<file path="config.mk">
export PLATFORM = sky130hd
export DESIGN_NAME = qsys_sdram_cpu_dct_packer_flat
export DESIGN_NICKNAME = d
export VERILOG_FILES = /design/src/rtl/qsys_sdram_cpu_dct_packer_if.sv /design/src/rtl/qsys_sdram_cpu_dct_packer.sv /design/src/flat_wrapper.sv
export SDC_FILE = /design/constraint.sdc
export NUM_CORES = 1
export LEC_CHECK = 0
export BUFFER_PORTS_ARGS = -buffer_cell sky130_fd_sc_hd__buf_4
export CORE_MARGIN = 2
export CORE_UTILIZATION = 52
export DETAILED_ROUTE_END_ITERATION = 10
export PLACE_DENSITY = 0.73
export SYNTH_ARGS = -nofsm -noshare
export SYNTH_HDL_FRONTEND = slang
export SYNTH_SLANG_ARGS = --single-unit
export TNS_END_PERCENT = 30
</file>
<file path="constraint.sdc">
create_clock -name clk -period 5.45 [get_ports clk]
set_input_delay 1.635 -clock clk [delete_from_list [all_inputs] [get_ports clk]]
set_output_delay 1.635 -clock clk [all_outputs]
set_load 0.01 [all_outputs]
</file>
<file path="src/rtl/qsys_sdram_cpu_dct_packer_if.sv">
// Symbol-in / word-out handshake bundle for the trace-symbol packer.
// The packer side uses the master modport; the symbol source and word sink use slave.
interface qsys_sdram_cpu_dct_packer_if;
  logic        sym_valid;
  logic [1:0]  sym_data;
  logic        sym_ready;
  logic        word_valid;
  logic        word_ready;
  logic [29:0] word_data;
  logic [3:0]  word_count;

  modport master (
    input  sym_valid,
    input  sym_data,
    output sym_ready,
    output word_valid,
    input  word_ready,
    output word_data,
    output word_count
  );

  modport slave (
    output sym_valid,
    output sym_data,
    input  sym_ready,
    input  word_valid,
    output word_ready,
    input  word_data,
    input  word_count
  );
endinterface

</file>
<file path="src/rtl/qsys_sdram_cpu_dct_packer.sv">
// Packs 2-bit trace symbols into 30-bit MSB-aligned words (15 symbols max) with flush and
// end-of-test draining; exposes the live packing buffer and the test-ended status.
module qsys_sdram_cpu_dct_packer (
  input  logic                                clk,
  input  logic                                reset_n,
  qsys_sdram_cpu_dct_packer_if.master         bus,
  input  logic                                flush,
  input  logic                                test_ending,
  output logic [29:0]                         dct_buffer,
  output logic [3:0]                          dct_count,
  output logic                                test_has_ended
);

  typedef enum logic [1:0] {StRun, StEnding, StEnded} state_e;

  state_e      state_q, state_d;
  logic [29:0] buf_q, buf_d;
  logic [3:0]  count_q, count_d;
  logic        word_valid_q, word_valid_d;
  logic [29:0] word_data_q, word_data_d;
  logic [3:0]  word_count_q, word_count_d;
  logic        pending_q, pending_d;
  logic        issued_q, issued_d;
  logic        ended_q, ended_d;

  logic        slot_free, sym_ready, accept, ending_entry, flush_req;
  logic [29:0] shifted, packed_word;
  logic [3:0]  eff;
  logic [4:0]  shamt;

  always_comb begin
    slot_free    = !word_valid_q | bus.word_ready;
    // Once the final ENDING flush has gone out, no further symbols may enter.
    sym_ready    = reset_n & slot_free &
                   ((state_q == StRun) | ((state_q == StEnding) & !issued_q));
    accept       = bus.sym_valid & sym_ready;
    shifted      = {buf_q[27:0], bus.sym_data};
    packed_word  = accept ? shifted : buf_q;
    eff          = count_q + {3'b000, accept};
    shamt        = {4'd15 - eff, 1'b0};
    ending_entry = (state_q == StRun) & test_ending;
    flush_req    = flush | pending_q | ending_entry;
  end

  always_comb begin
    buf_d        = buf_q;
    count_d      = count_q;
    word_valid_d = word_valid_q;
    word_data_d  = word_data_q;
    word_count_d = word_count_q;
    pending_d    = pending_q;

    if (word_valid_q && bus.word_ready) word_valid_d = 1'b0;

    if (accept) begin
      buf_d   = shifted;
      count_d = count_q + 4'd1;
    end

    if (accept && count_q == 4'd14) begin
      // A full word also satisfies any flush requested in the same cycle.
      word_data_d  = shifted;
      word_count_d = 4'd15;
      word_valid_d = 1'b1;
      buf_d        = '0;
      count_d      = '0;
      pending_d    = 1'b0;
    end else if (flush_req) begin
      if (eff == 4'd0) begin
        pending_d = 1'b0;
      end else if (slot_free) begin
        word_data_d  = packed_word << shamt;
        word_count_d = eff;
        word_valid_d = 1'b1;
        buf_d        = '0;
        count_d      = '0;
        pending_d    = 1'b0;
      end else begin
        pending_d = 1'b1;
      end
    end
  end

  always_comb begin
    state_d = state_q;
    unique case (state_q)
      StRun: begin
        if (test_ending) begin
          if (eff == 4'd0 && !pending_q && slot_free) state_d = StEnded;
          else                                        state_d = StEnding;
        end
      end
      StEnding: begin
        if (count_q == 4'd0 && !pending_q && issued_q && slot_free) state_d = StEnded;
      end
      StEnded: state_d = StEnded;
      default: state_d = StRun;
    endcase
    issued_d = issued_q | ((ending_entry | (state_q == StEnding)) & !pending_d);
    ended_d  = ended_q | (state_d == StEnded);
  end

  always_ff @(posedge clk) begin
    if (!reset_n) begin
      state_q      <= StRun;
      buf_q        <= '0;
      count_q      <= '0;
      word_valid_q <= 1'b0;
      word_data_q  <= '0;
      word_count_q <= '0;
      pending_q    <= 1'b0;
      issued_q     <= 1'b0;
      ended_q      <= 1'b0;
    end else begin
      state_q      <= state_d;
      buf_q        <= buf_d;
      count_q      <= count_d;
      word_valid_q <= word_valid_d;
      word_data_q  <= word_data_d;
      word_count_q <= word_count_d;
      pending_q    <= pending_d;
      issued_q     <= issued_d;
      ended_q      <= ended_d;
    end
  end

  assign bus.sym_ready   = sym_ready;
  assign bus.word_valid  = word_valid_q;
  assign bus.word_data   = word_data_q;
  assign bus.word_count  = word_count_q;
  assign dct_buffer      = buf_q;
  assign dct_count       = count_q;
  assign test_has_ended  = ended_q;

endmodule

</file>
<file path="src/flat_wrapper.sv">
// flat-port wrapper written by rule: the top's interface ports become plain ports
module qsys_sdram_cpu_dct_packer_flat 
  (clk, reset_n, flush, test_ending, dct_buffer, dct_count, test_has_ended, bus_sym_valid, bus_sym_data, bus_sym_ready, bus_word_valid, bus_word_ready, bus_word_data, bus_word_count);
  qsys_sdram_cpu_dct_packer_if bus_i ();
  input  logic clk;
  input  logic reset_n;
  input  logic flush;
  input  logic test_ending;
  output logic [29:0] dct_buffer;
  output logic [3:0] dct_count;
  output logic test_has_ended;
  input wire logic [$bits(bus_i.sym_valid)-1:0] bus_sym_valid;
  input wire logic [$bits(bus_i.sym_data)-1:0] bus_sym_data;
  output wire logic [$bits(bus_i.sym_ready)-1:0] bus_sym_ready;
  output wire logic [$bits(bus_i.word_valid)-1:0] bus_word_valid;
  input wire logic [$bits(bus_i.word_ready)-1:0] bus_word_ready;
  output wire logic [$bits(bus_i.word_data)-1:0] bus_word_data;
  output wire logic [$bits(bus_i.word_count)-1:0] bus_word_count;
  assign bus_i.sym_valid = bus_sym_valid;
  assign bus_i.sym_data = bus_sym_data;
  assign bus_sym_ready = bus_i.sym_ready;
  assign bus_word_valid = bus_i.word_valid;
  assign bus_i.word_ready = bus_word_ready;
  assign bus_word_data = bus_i.word_data;
  assign bus_word_count = bus_i.word_count;
  qsys_sdram_cpu_dct_packer u_core (.clk(clk), .reset_n(reset_n), .bus(bus_i), .flush(flush), .test_ending(test_ending), .dct_buffer(dct_buffer), .dct_count(dct_count), .test_has_ended(test_has_ended));
endmodule
</file>
# Word level (Yosys, flattened, before mapping)
# Cells that the tools add are included.
[totals] regBits=74 inputBits=8 out_inout_bits=71
[op_classes] n_addsub=3 n_eq_ne=5 shifts=1 mux=29 bitwise_logic=14 n_reduce_logical=18
[ops] operator="30-bit two-way mux" count=8
[ops] operator="4-bit two-way mux" count=8
[ops] operator="30-bit by 5-bit left shift with 30-bit output" count=1
[ops] operator="1-bit two-way mux" count=9
[ops] operator="4-bit logical NOT" count=2
[ops] operator="1-bit logical AND" count=7
[ops] operator="1-bit OR" count=7
[ops] operator="1-bit AND" count=6
[ops] operator="2-bit two-way mux" count=3
[ops] operator="2-bit case mux with 3 select lines" count=1
[ops] operator="4-bit by 1-bit adder with 4-bit output" count=1
[ops] operator="4-bit by 1-bit adder with 4-bit output (second input constant)" count=1
[ops] operator="2-bit equality test (second input constant)" count=2
[ops] operator="4-bit equality test (second input constant)" count=1
[ops] operator="1-bit logical NOT" count=4
[ops] operator="2-bit nonzero test" count=2
[ops] operator="4-bit subtractor (first input constant)" count=1
[ops] operator="3-bit AND reduction" count=1
[ops] operator="2-bit by 1-bit equality test with 1-bit output (second input constant)" count=1
[ops] operator="2-bit logical NOT" count=1
[ops] operator="2-bit by 1-bit inequality test with 1-bit output (second input constant)" count=1
[ops] operator="2-bit OR reduction" count=1
[ops] operator="1-bit NOT" count=1

# Depth between registers and ports, before layout
# Gate-level depths: netlist of run 1.
[logic_depth] word_depth=14 mapped_depth=16

# Worst setup path after synthesis of run 1
# Ideal clock, no wire load.
[synth_timing] path_type="input to register" from="in reset_n" to="reg u_core.word_data_q[29] (netlist: u_core.bus.word_data[29])" t_arrival_ps=4499 required_time_ps=5376 path_slack_ps=877 cell_stages=15 n_path_buf=4 path_cell_list="buf_2 -> and2b_4 -> nand3_4 -> clkinv_4 -> buf_2 -> clkbuf_1 -> ha_1 -> ha_1 -> xor2_1 -> buf_2 -> mux2_2 -> o221ai_1 -> a32oi_1 -> or2_1 -> a31oi_1"
[synth_between] elab_chain_cells=10 word_cells_on_any_way=17 cone_classes="2 x add/sub; 1 x eq/ne; 1 x shift; 5 x mux; 3 x bitwise; 5 x reduce/logical"
[synth_lines] element="start, declared" line="flat_wrapper.sv:6" source="input logic reset_n;"
[synth_lines] element="1-bit AND (2 in a row)" line="qsys_sdram_cpu_dct_packer.sv:34" source="sym_ready = reset_n & slot_free &"
[synth_lines] element="1-bit AND" line="qsys_sdram_cpu_dct_packer.sv:36" source="accept = bus.sym_valid & sym_ready;"
[synth_lines] element="4-bit by 1-bit adder with 4-bit output" line="qsys_sdram_cpu_dct_packer.sv:39" source="eff = count_q + {3'b000, accept};"
[synth_lines] element="4-bit subtractor" line="qsys_sdram_cpu_dct_packer.sv:40" source="shamt = {4'd15 - eff, 1'b0};"
[synth_lines] element="30-bit by 5-bit left shift with 30-bit output" line="qsys_sdram_cpu_dct_packer.sv:72" source="word_data_d = packed_word << shamt;"
[synth_lines] element="30-bit two-way mux" line="qsys_sdram_cpu_dct_packer.sv:71" source="end else if (slot_free) begin"
[synth_lines] element="30-bit two-way mux" line="qsys_sdram_cpu_dct_packer.sv:69" source="if (eff == 4'd0) begin"
[synth_lines] element="30-bit two-way mux" line="qsys_sdram_cpu_dct_packer.sv:68" source="end else if (flush_req) begin"
[synth_lines] element="30-bit two-way mux" line="qsys_sdram_cpu_dct_packer.sv:60" source="if (accept && count_q == 4'd14) begin"
[synth_lines] element="end signal, assigned" line="qsys_sdram_cpu_dct_packer.sv:119" source="word_data_q <= word_data_d;"
[synth_lines] element="end, declared" line="qsys_sdram_cpu_dct_packer.sv:20" source="logic [29:0] word_data_q, word_data_d;"
# Parallel ways exist; a longest one is shown, timed or not. The select of a mux whose other input is x is not followed.
# A chain may end at the register's enable or synchronous reset.

# Final worst setup path of run 1
[layout_timing] from="in reset_n" to="reg u_core.word_data_q[23] (netlist: u_core.bus.word_data[23])"
# Same word-level chain as after synthesis.

==> key figures, run 1 <==
Finish
  – Area Growth Syn to Fin: 16.1%
  – Most common cell after layout, fill and taps aside: nand2_1
  – # diodes: 0
  – Non-Filler Instances: about 770
  – Post-route cell area: slightly below 6000 sq um
  – Share of cells above drive strength 1: 0.248
  – Commonest non-fill, non-tap cells in the layout: nand2_1, buf_4, dfxtp_1, mux2i_1, a21oi_1
  – Filler cell count: 815
  – Net count, final: ~650

Logic synthesis
  – Mapped Cells: between 500 and 600
  – Synthesized Nets: 589
  – Synth top area cells: dfxtp_1, mux2i_1, mux4_2, nand2_1, a21oi_1
  – Post-Syn Area: 5030 sq um
  – Post-synth EDFFs: 0
  – Main combinational cell family by area after synthesis: multiplexers
  – Register area share after synthesis: 0.294
  – Mean post-synth cell area: 8.74 sq um
  – Xor and xnor area share after synthesis: 0.0157
  – Cell accounting for the most synthesized area: dfxtp_1
  – Yosys warning count: 0
  – #FFs+latches synth: 74
  – Adder-Cell Fraction of Synth Area: 0.0124
  – Post-synthesis compound-gate area fraction: 0.196
  – Main synth FF type: dfxtp_1
  – Mux contribution to synthesized area: 0.219
  – Post-Synth Simple-Gate Area: 0.195
  – Synth cell types: 71
  – Synth async-reset ratio: 0
  – Synth top area share: 0.294

Floorplan
  – Full die area: 10500 sq um
  – Core area: about 9300 sq um
  – Die H: 102 um
  – Initial Util: 0.540
  – Rows: 35
  – I/O pin count: between 70 and 80
  – Chip width: around 100 um

Timing
  – RSZ-0062 raised after global routing: false
  – Final hold vios: 0
  – Fin crit share: 0.812
  – Final Max Tran Viols: 0
  – Final Critical Period: 4.43 ns
  – Slew @ Worst Pin: 0.931 ns
  – Final Setup Violations: 0
  – Clock Skews: 0.0106 ns
  – Final WS setup: a little over 1 ns
  – Setup TNS: 0 ns
  – Worst slew margin: 0.378
  – F_max: 0.226 GHz

Drt
  – Iter 0 DRT Violations: 551
  – DRC: 0
  – Total routed wirelength: 17000 um
  – Post-DR wirelength/cell: ~22 um
  – Vias: slightly below 5000
  – Vias/cell: about 6.4
  – Antenna-violating nets left: 0
  – Drt first pass iters: 5

Clock tree
  – H-tree Lvls: 3
  – Root Driver: clkbuf_8
  – Deepest clock path buffer count: 2
  – Clk_lat worst skew: 0.35 ns
  – CTS resizes: 0
  – CTS Hold Bufs: 0
  – CTS Buf Count: 9
  – Clk slew on worst S/H paths: 0.08 ns
  – Sinks on Clock Net: 74
  – CTS tree: built
  – Setup bufs post-CTS: 0

Critical path
  – CP Max Fanout: 25
  – Worst R2R End: u_core.bus.word_data[23]
  – Critical Path AT: 4.67 ns
  – Startpoint Class: input pin
  – FF-to-FF path depth: 10
  – Endpoint class of the critical path: flop
  – Critical Path Source: reset_n
  – Critical path capture point: u_core.bus.word_data[23]
  – Flop2flop setup slack: 2.04 ns
  – Reg-to-Reg Start: u_core.state_q[1]
  – Crit path required time: approximately 5.7 ns
  – CP Class: in -> reg

Power and ir drop
  – NetSw: 0.374 mW
  – Comb pwr share: 0.172
  – Cell-internal power: 0.950 mW
  – Peak VDD IR: 0.107 mV
  – Sw Ratio: 0.282
  – Cell Pwr Density: approximately 230 nW/um^2
  – Clock power frac: 0.393
  – Total power: 1.32 mW
  – Leak: ~2.2 nW
  – Sequential share of power: 0.434

Hold path
  – Hold WC Path Type: reg -> reg

Global route
  – Gr ovfl total: 0
  – GRT Total Usage: 0.331
  – First-pass GRT wire length: approximately 26000 um
  – Pin count of the biggest net entering global routing: 60
  – Initial antenna violation count: 0
  – Vias in the first global route: 4600

Placement
  – Dpl cells: 751
  – Final GP Congestion: 1.03
  – HPWL Detailed: 11800 um
  – Total placed instance area: around 5600 sq um
  – Pre-CTS setup slack: ~0.73 ns
  – IO buf count: 78

Flow run
  – Max_cap viols: 0

Run status
  – Outcome: finished, final reports clean
power by group through the flow:
stage	Combinational, mW	Clock, mW	Sequential, mW
floorplan	0.165	0	0.587
global placement	0.222	0	0.587
detailed placement	0.225	0	0.587
CTS	0.226	0.525	0.574
global route	0.246	0.545	0.576
finish	0.228	0.521	0.575
worst max-delay path, stage by stage:
cell and delay [ns]:
buf_4 0.21, and2b_4 0.22, nand3_4 0.09, clkinv_4 0.05
ha_2 0.75, buf_4 0.33, mux2i_1 0.40, mux2i_1 0.20
mux2i_1 0.34, o221ai_1 0.19, o221a_1 0.24
layer usage:
| layer | part of all wire | GRT usage |
|---|---|---|
| met5 | 0 | 0 |
| met4 | 0.023 | 0.114 |
| met3 | 0.086 | 0.0663 |
| met2 | 0.46 | 0.511 |
| met1 | 0.43 | 0.464 |
kinds of logic (layout without fill, tap and decap cells):
group,count (synthesis),count (layout)
simple gates,209,209
compound gates,143,143
mux,81,81
flops,74,74
buf+inv,58,119
xor+xnor,6,6
fa+ha+maj,5,5
sequential cells by signal, indices dropped and copies added, names as in the netlist:
register               flops
u_core.issued_q            1
u_core.bus.word_data      30
u_core.state_q             2
u_core.dct_count           4
u_core.bus.word_valid      1
u_core.pending_q           1
u_core.dct_buffer         30
u_core.test_has_ended      1
u_core.bus.word_count      4
metrics by stage:
step | util | hold WS, ns
finish | 0.626 | 0.481
global route | 0.626 | 0.506
CTS | 0.626 | 0.483
detailed placement | 0.601 | 0.470
global placement | 0.601 | 0.456
floorplan | - | 0.490
synthesized netlist by cell type, drive strengths merged (2+ instances only):
master	n
xnor2	3
buf	37
a211o	2
and2	6
o211a	2
a21boi	3
a32oi	5
nand3	16
a211oi	8
nor4	3
a31oi	13
o31a	4
and3	5
nor2	32
nor2b	3
nand2	109
mux2	9
nor3b	2
o221ai	4
o21a	2
o211ai	7
nand2b	3
o2111ai	3
mux2i	50
mux4	22
o22ai	5
a22oi	2
dfxtp	74
a221oi	5
xor2	3
or3	11
ha	5
nand4	9
o31ai	2
o221a	3
a32o	3
o21ai	13
inv	8
nor3	7
a21oi	49
clkbuf	12
worst min path at each step:
stage	startpoint	end	cells after the start
floorplan	u_core.dct_buffer[29]	u_core.dct_buffer[29]	2
global placement	u_core.dct_buffer[29]	u_core.dct_buffer[29]	2
detailed placement	u_core.test_has_ended	u_core.test_has_ended	1
CTS	u_core.dct_buffer[29]	u_core.dct_buffer[29]	2
global route	u_core.bus.word_data[1]	u_core.bus.word_data[1]	2
finish	u_core.dct_buffer[29]	u_core.dct_buffer[29]	2
cell type report:
type                            count  area, sq um  area share
Tap cell                          129          161      0.0276
Clock buffer                       10          128      0.0219
Clock inverter                      5          104      0.0178
Sequential cell                    74         1480       0.254
Timing Repair Buffer               95          713       0.122
Multi-Input combinational cell    444         3210       0.550
Inverter                            9         38.8     0.00664
Note: power is estimated with default switching activity, not from simulation.
==> run 2, diff against run 1 <==
--- a/config.mk
+++ b/config.mk
@@ -9,7 +9,7 @@
 export CORE_MARGIN = 2
 export CORE_UTILIZATION = 52
 export DETAILED_ROUTE_END_ITERATION = 10
-export PLACE_DENSITY = 0.73
+export PLACE_DENSITY = 0.76
 export SYNTH_ARGS = -nofsm -noshare
 export SYNTH_HDL_FRONTEND = slang
 export SYNTH_SLANG_ARGS = --single-unit
==> constraint.sdc (replaced) <==
create_clock -name clk -period 3.9 [get_ports clk]
set_input_delay 1.17 -clock clk [delete_from_list [all_inputs] [get_ports clk]]
set_output_delay 1.17 -clock clk [all_outputs]
set_load 0.01 [all_outputs]
==> key figures, run 2 (same netlist as run 1, synthesis figures left out) <==
Finish
  – Commonest non-fill, non-tap cells in the layout: nand2_1, buf_4, dfxtp_1, mux2i_1, a21oi_1
  – Area Growth Syn to Fin: 18.6%
  – Area of the multi-input gates: 3230 sq um (+0.39%)
  – Filler cell count: 823 (+0.98%)
  – Storage element area: 1480 sq um (unchanged)
  – Share of cells above drive strength 1: 0.266 (+0.0177)
  – Net count, final: 660 (+2.2%)
  – Non-Filler Instances: 780 (+1.8%)
  – # diodes: 0 (unchanged)

Floorplan
  – Full die area: 10500 sq um (unchanged)
  – I/O pin count: 79 (unchanged)
  – Initial Util: 0.540 (unchanged)
  – Chip width: 102 um (unchanged)
  – Die H: 102 um (unchanged)
  – Core area: 9330 sq um (unchanged)
  – Rows: 35 (unchanged)

Clock tree
  – CTS Buf Count: 9 (unchanged)
  – Deepest clock path buffer count: 2 (unchanged)
  – Setup bufs post-CTS: 0 (unchanged)
  – CTS Hold Bufs: 0 (unchanged)
  – Clk slew on worst S/H paths: 0.09 ns (about the same)
  – Clk_lat worst skew: 0.35 ns (about the same)
  – CTS tree: built
  – Root Driver: clkbuf_8
  – Sinks on Clock Net: 74 (unchanged)
  – H-tree Lvls: 3 (unchanged)
  – CTS resizes: 0 (unchanged)

Global route
  – Initial antenna violation count: 0 (unchanged)
  – GRT Total Usage: 0.334 (+0.00263)
  – Gr ovfl total: 0 (unchanged)
  – Pin count of the biggest net entering global routing: 60 (unchanged)
  – Vias in the first global route: 4764 (+3.6%)
  – First-pass GRT wire length: 26400 um (+1.5%)

Power and ir drop
  – Cell Pwr Density: 305 nW/um^2 (+35%)
  – Leak: 2.28 nW (+2.7%)
  – Peak VDD IR: 0.142 mV (+32%)

Timing
  – Slew @ Worst Pin: 0.729 ns (-0.202 ns)
  – Worst slew margin: 0.514 (+0.135)
  – Final hold vios: 0 (unchanged)
  – Clock Skews: 0.0127 ns (+0.00213 ns)
  – Setup TNS: 0 ns (unchanged)
  – Final Critical Period: around 3.5 ns
  – F_max: about 0.28 GHz
  – RSZ-0062 raised after global routing: false
  – Hold Slack: 0.476 ns (-0.00532 ns)
  – Final Setup Violations: 0 (unchanged)
  – Final Max Tran Viols: 0 (unchanged)
  – Fin crit share: 0.903

Placement
  – HPWL Detailed: 12400 um (+5.3%)
  – Dpl cells: 765 (+1.9%)
  – Final GP Congestion: 0.993 (-4.0%)
  – IO buf count: 78 (unchanged)

Critical path
  – Worst R2R End: u_core.bus.word_data[29]
  – Critical Path Source: bus_sym_valid
  – Endpoint class of the critical path: flop
  – Flop2flop setup slack: 0.82 ns (-1.22 ns)
  – Buf/Inv on CP: 3 (unchanged)
  – Slowest CP cell: mux2_2
  – Reg-to-Reg Start: u_core.state_q[0]
  – Startpoint Class: input pin
  – Critical Path AT: 3.81 ns (-0.86 ns)
  – CP Max Fanout: 19 (-24%)
  – FF-to-FF path depth: 12 (+2)
  – Crit. path cell count: 13 (+2)
  – Cell family with most CP delay: compound AO/OA/AOI/OAI gates
  – Sequence of cells on the critical path: buf_4, a21boi_4, nand3_4, clkinv_4, ha_4, ha_2, xor2_1, buf_4, mux2_2, o221ai_1, a32oi_1, or2_1, a31oi_1
  – CP Class: in -> reg
  – Worst path most repeated cell: buf_4
  – Crit-path max cell delay: 0.40 ns (-0.35 ns)
  – Crit path required time: 4.19 ns (-1.51 ns)
  – Critical path capture point: u_core.bus.word_data[29]

Drt
  – Drt first pass iters: 5 (unchanged)
  – Iter 0 DRT Violations: 417 (-24%)
  – DRC: 0 (unchanged)
  – Antenna-violating nets left: 0 (unchanged)
  – Total routed wirelength: 17100 um (+1.0%)
  – Post-DR wirelength/cell: 22.0 um (-0.80%)
  – Vias: 5000 (+1.3%)
  – Vias/cell: 6.41 (-0.56%)

Run status
  – Outcome: finished, final reports clean

Hold path
  – Hold WC Path Type: reg -> reg

Flow run
  – Max_cap viols: 0 (unchanged)
-- run 2: layout make-up --
type                            count  share of cell area
Clock buffer                       11              0.0237
Clock inverter                      4              0.0128
Inverter                            9             0.00650
Multi-Input combinational cell    444               0.541
Sequential cell                    74               0.248
Tap cell                          129              0.0270
Timing Repair Buffer              109               0.141
-- run 2: metal layers --
metal	part of all wire	global-route usage
met1	0.43	0.467
met2	0.46	0.515
met3	0.081	0.0554
met4	0.029	0.131
met5	0	0
-- run 2: worst min-delay path: stages (launching register included) --
cell and delay (ns):
dfxtp_1 0.33, nand2_1 0.05, a21oi_1 0.05
-- run 2: where the power goes --
part / leakage (nW) / switching, mW / internal, mW / total [mW]
clock: 0.106 / 0.308 / 0.376 / 0.684
sequential: 0.599 / 0.0247 / 0.778 / 0.803
combinational: 1.58 / 0.196 / 0.140 / 0.336
-- run 2: how the worst min path moves through the flow --
stage	to	cells after the start	startpoint	slack (ns)
final	u_core.dct_buffer[29]	2	u_core.dct_buffer[29]	0.48
after detailed placement	u_core.dct_buffer[29]	2	u_core.dct_buffer[29]	0.46
after global routing	u_core.bus.word_data[26]	1	u_core.bus.word_data[26]	0.50
after CTS	u_core.dct_buffer[29]	2	u_core.dct_buffer[29]	0.47
after floorplan	u_core.dct_buffer[29]	2	u_core.dct_buffer[29]	0.49
after global placement	u_core.dct_buffer[29]	2	u_core.dct_buffer[29]	0.46
-- run 2: per-stage QoR --
stage | cell area (sq um) | util | total power, mW | setup WS [ns]
floorplan | 5060 | - | 1.06 | 0.0127
global placement | 5750 | 0.617 | 1.15 | 0.116
detailed placement | 5750 | 0.617 | 1.15 | 0.111
CTS | 5970 | 0.640 | 1.83 | 0.464
global route | 5970 | 0.640 | 1.88 | 0.314
finish | 5970 | 0.640 | 1.82 | 0.379
